File: config.mk
export PLATFORM = sky130hd
export DESIGN_NAME = regfile_dump_reader_flat
export DESIGN_NICKNAME = d
export VERILOG_FILES = /design/src/rtl/regfile_dump_reader_if.sv /design/src/rtl/regfile_dump_reader.sv /design/src/flat_wrapper.sv
export SDC_FILE = /design/constraint.sdc
export NUM_CORES = 1
export LEC_CHECK = 0
export CORE_ASPECT_RATIO = 1.75
export CORE_UTILIZATION = 44
export CTS_BUF_LIST = sky130_fd_sc_hd__clkbuf_8
export DETAILED_ROUTE_END_ITERATION = 8
export MAX_ROUTING_LAYER = met4
export PLACE_DENSITY = 0.83
export SLEW_MARGIN = 20
export SYNTH_ARGS = -nofsm -noshare
export SYNTH_HDL_FRONTEND = slang
export SYNTH_SLANG_ARGS = --single-unit
File: constraint.sdc
create_clock -name clk -period 2.4 [get_ports clk]
set_input_delay 0.6 -clock clk [delete_from_list [all_inputs] [get_ports clk]]
set_output_delay 0.6 -clock clk [all_outputs]
set_load 0.02 [all_outputs]
File: src/rtl/regfile_dump_reader_if.sv
// Output beat channel of the register-file dump reader: one (address, data) beat per handshake.
interface regfile_dump_reader_if #(
  parameter int ADDR_W = 5,
  parameter int DATA_W = 32
);
  // A beat transfers on a rising clk edge where out_valid and out_ready are both high.
  // Once out_valid is raised, out_addr/out_data stay stable until that transfer edge;
  // out_ready may toggle freely and is ignored while out_valid is low.
  logic              out_valid;
  logic              out_ready;
  logic [ADDR_W-1:0] out_addr;
  logic [DATA_W-1:0] out_data;

  modport master (
    output out_valid,
    output out_addr,
    output out_data,
    input  out_ready
  );

  modport slave (
    input  out_valid,
    input  out_addr,
    input  out_data,
    output out_ready
  );
endinterface

File: src/rtl/regfile_dump_reader.sv
// Walks a wrapping address range through an asynchronous register-file read port and
// streams each captured word out as an (address, data) beat.
module regfile_dump_reader #(
  parameter int ADDR_W = 5,
  parameter int DATA_W = 32
) (
  input  logic                 clk,
  input  logic                 reset,
  input  logic                 start,
  input  logic [ADDR_W-1:0]    first_addr,
  input  logic [ADDR_W-1:0]    last_addr,
  output logic [ADDR_W-1:0]    rd_addr,
  input  logic [DATA_W-1:0]    rd_data,
  regfile_dump_reader_if.master dump,
  output logic                 busy,
  output logic                 done,
  output logic [1:0]           state_dbg
);

  typedef enum logic [1:0] {
    IDLE = 2'd0,
    READ = 2'd1,
    HOLD = 2'd2,
    DONE = 2'd3
  } state_t;

  state_t            state, state_n;
  logic [ADDR_W-1:0] cur;
  logic [ADDR_W-1:0] last_q;
  logic              out_valid_q;
  logic [ADDR_W-1:0] out_addr_q;
  logic [DATA_W-1:0] out_data_q;
  logic              hs;

  assign hs = out_valid_q & dump.out_ready;

  always_comb begin
    state_n = state;
    case (state)
      IDLE: if (start) state_n = READ;
      READ: state_n = HOLD;
      HOLD: if (hs) state_n = (cur == last_q) ? DONE : READ;
      DONE: state_n = IDLE;
      default: state_n = IDLE;
    endcase
  end

  always_ff @(posedge clk or posedge reset) begin
    if (reset) begin
      state       <= IDLE;
      cur         <= '0;
      last_q      <= '0;
      out_valid_q <= 1'b0;
      out_addr_q  <= '0;
      out_data_q  <= '0;
    end else begin
      state <= state_n;
      case (state)
        IDLE: begin
          if (start) begin
            cur    <= first_addr;
            last_q <= last_addr;
          end
        end
        // rd_data reflects the array before any write landing on this same edge.
        READ: begin
          out_data_q  <= rd_data;
          out_addr_q  <= cur;
          out_valid_q <= 1'b1;
        end
        HOLD: begin
          if (hs) begin
            out_valid_q <= 1'b0;
            if (cur != last_q) cur <= cur + ADDR_W'(1);
          end
        end
        default: ;
      endcase
    end
  end

  // All outputs are decoded from registers only; out_ready never reaches an output.
  assign rd_addr        = (state == READ || state == HOLD) ? cur : '0;
  assign busy           = (state != IDLE);
  assign done           = (state == DONE);
  assign state_dbg      = state;
  assign dump.out_valid = out_valid_q;
  assign dump.out_addr  = out_addr_q;
  assign dump.out_data  = out_data_q;

endmodule
File: src/flat_wrapper.sv
// flat-port wrapper written by rule: the top's interface ports become plain ports
module regfile_dump_reader_flat 
#(
  parameter int ADDR_W = 5,
  parameter int DATA_W = 32
)
  (clk, reset, start, first_addr, last_addr, rd_addr, rd_data, busy, done, state_dbg, dump_out_valid, dump_out_addr, dump_out_data, dump_out_ready);
  regfile_dump_reader_if #(.ADDR_W(ADDR_W), .DATA_W(DATA_W)) dump_i ();
  input  logic clk;
  input  logic reset;
  input  logic start;
  input  logic [ADDR_W-1:0] first_addr;
  input  logic [ADDR_W-1:0] last_addr;
  output logic [ADDR_W-1:0] rd_addr;
  input  logic [DATA_W-1:0] rd_data;
  output logic busy;
  output logic done;
  output logic [1:0] state_dbg;
  output wire logic [$bits(dump_i.out_valid)-1:0] dump_out_valid;
  output wire logic [$bits(dump_i.out_addr)-1:0] dump_out_addr;
  output wire logic [$bits(dump_i.out_data)-1:0] dump_out_data;
  input wire logic [$bits(dump_i.out_ready)-1:0] dump_out_ready;
  assign dump_out_valid = dump_i.out_valid;
  assign dump_out_addr = dump_i.out_addr;
  assign dump_out_data = dump_i.out_data;
  assign dump_i.out_ready = dump_out_ready;
  regfile_dump_reader #(.ADDR_W(ADDR_W), .DATA_W(DATA_W)) u_core (.clk(clk), .reset(reset), .start(start), .first_addr(first_addr), .last_addr(last_addr), .rd_addr(rd_addr), .rd_data(rd_data), .dump(dump_i), .busy(busy), .done(done), .state_dbg(state_dbg));
endmodule
==> impl_metrics.toml <==
[outcome]
status = "finished clean"

[place]
io_buffers = 92
gp_congestion = 0.881
dp_hpwl_microns = 3680

[cts]
insertion_delay_ns = 0.30
clk_pin_slew_ns = 0.09
htree_levels = 2
root_buffer = "clkbuf_8"
cts_tree = "built"
clock-sinks = 50
cts_buffers = 5
cts_max_path_buffers = 2

[sta]
fin_crit_sh_pct = 94.7
fin_tns_setup_ns = 0
worst_pin_slew_ns = 0.568
hold_viol = 0
skew_ns = 0.00957
final_max_slew_viol_count = 0
clock.fmax_mhz = 440
finalCriticalPeriod_ns = 2.27
setup_violations = 0
grt_setup_unrepaired = "false"
slew_headroom_pct = 62.1

[critical_path]
crit_type = "reg2out"
crit_fanout = 6
crit_path_end_kind = "output pin"
cp-start-kind = "flop"
crit_family = "buffers and inverters"
slowest_stage = "clkdlybuf4s50_1"
crit_required_ns = 1.80
path_buf_inv = 3
crit_chain = "inv_1 > ha_1 > inv_1 > clkdlybuf4s50_1"
cp_common_cell = "inv_1"
critical_path_arrival_ns = 1.67
slowest_delay_ns = 0.60

[route]
routedWlPerCell_microns = 15.0
drtPass1Iterations = 6
dr.first_iter.drc_count = 30
vias = 1590
avgViaCountPerCell = 5.10
drc = 0
wirelength_microns = 4680
ant_nets = 0

[power_and_ir_drop]
finalPower_mw = 4.89
vdd_drop_max_v = 0.00105
p_leak_nw = 1.41
p_per_area_nw_per_um2 = 1470

[yosys]
yosys_warnings = 0
async_flop_share_pct = 100
yosysMostFrequentCell = "dfrtp_1"
syn_nets = 212
synth-seq-cells = 50
yosysSeqAreaShare_pct = 56.1
syn_area_sq_um = 2230
synth_top_area_share_pct = 56.1
synth.distinct_cells = 33
syn_area_per_cell_sq_um = 14.0
yosys-top-cells-area = "dfrtp_1 56%, mux2_2 22%, ha_1 3.4%"
synthFlopType = "dfrtp_1"
yosys-top-cells-count = "50 x dfrtp_1, 43 x mux2_2, 8 x inv_1"
synth_area_leader_cell = "dfrtp_1"
syn_inst = 160
synth_edf_count = 0

[floorplanning]
rows = 34
fp.dieArea_sq_um = 5370
initial_utilization_pct = 45.2
die_x_microns = 55.8
coreArea_sq_um = 4930
die_h_microns = 96.2
io_pins = 93

[cells_and_area]
syn_to_final_growth_pct = 49.1
post-route-util_pct = 67.4
drive_gt1_share_pct = 26.4
antenna_cells = 0
nets = 310

[min_path]
hp-class = "reg2reg"

[global_routing]
grt_max_degree = 34
grt_pass1_wl_microns = 7100
antenna_found_initial = 0
grt_pass1_vias = 1508
track_usage_pct = 17.8
overflow = 0

[flow_run]
maxCapViolCount = 0
[worst reg2reg max path, delay by kind of cell (launching register included)]
family                   cells  cell delay, ns
buffers and inverters        1            0.10
flip-flops                   1            0.38
AND/OR/NAND/NOR              1            0.21
adder cells (fa/ha/maj)      1            0.53
AO/OA/AOI/OAI                3            0.53
[power breakdown]
part	leakage, nW	internal [mW]	switching, mW
clock	0.0444	0.202	0.266
sequential	0.581	1.28	0.277
combinational	0.788	1.53	1.33
[area by class of cell]
| cell class | instances | area, sq um |
|---|---|---|
| Fill cell | 386 | 1610 |
| Sequential cell | 50 | 1250 |
| Timing Repair Buffer | 97 | 977 |
| Multi-Input combinational cell | 96 | 918 |
| Clock buffer | 5 | 68.8 |
| Tap cell | 54 | 67.6 |
| Inverter | 8 | 30.0 |
| Clock inverter | 2 | 13.8 |
[layer usage]
metal / track usage [%] / vias up / routed length, microns
met2: 34.5 / 50 / 2790
li1: - / 750 / -
met4: 6.71 / 0 / 83
met5: - / - / 0
met3: 3.63 / 8 / 194
met1: 17.2 / 782 / 1610
[cell families after synthesis]
logic type	Yosys count	synth area share [%]
xor+xnor	5	2.30
fa+ha+maj	6	3.36
mux	43	21.7
buf+inv	14	2.91
compound gates	18	7.29
flops	50	56.1
simple gates	24	6.39
[final timing paths]
kind | end | slack (ns) | cells past startpoint | start
min | u_core.dump.out_addr[0] | 0.51 | 1 | u_core.dump.out_addr[0]
min reg2reg | u_core.dump.out_addr[0] | 0.51 | 1 | u_core.dump.out_addr[0]
max reg2reg | u_core.cur[3] | 0.51 | 6 | u_core.state_dbg[0]
min in group asynchronous | u_core.dump.out_data[3] | 0.59 | 2 | reset
max in group asynchronous | u_core.cur[3] | 1.31 | 3 | reset
max | busy | 0.13 | 4 | u_core.state_dbg[1]
[cell usage in the layout, fill, tap and decap left out, types with 5 or more instances in the layout]
cell type        Yosys  routed
ha_1                 6       5
and2_1               5       5
dfrtp_1             50      49
inv_1                8       7
dlygate4sd2_1        0       5
clkdlybuf4s50_1      0      87
mux2_2              43      43
clkbuf_8             0       5
nand2_1              5       5
nor2_1               5       5
[what timing repair did]
item	CTS	global route
endpoints found under the setup margin	5	1
hold buffers	0	0
pin swaps	0	0
gates resized for setup	5	1
buffers inserted	0	0
[state kept, by name, indices dropped and copies added, names as in the netlist]
| name | cells |
|---|---|
| u_core.dump.out_addr | 5 |
| u_core.dump.out_data | 32 |
| u_core.state_dbg | 2 |
| u_core.last_q | 5 |
| u_core.cur | 5 |
| u_core.dump.out_valid | 1 |
[stage by stage]
stage | instances | cell area [sq um] | hold slack (ns) | worst slack (ns)
floorplan | 160 | 2230 | 0.501 | 0.553
global placement | 305 | 3250 | 0.487 | 0.221
detailed placement | 305 | 3250 | 0.494 | 0.143
CTS | 312 | 3330 | 0.515 | 0.0677
global route | 312 | 3330 | 0.524 | 0.0609
finish | 312 | 3330 | 0.510 | 0.127
No activity file was read; power rests on OpenSTA's default activity.
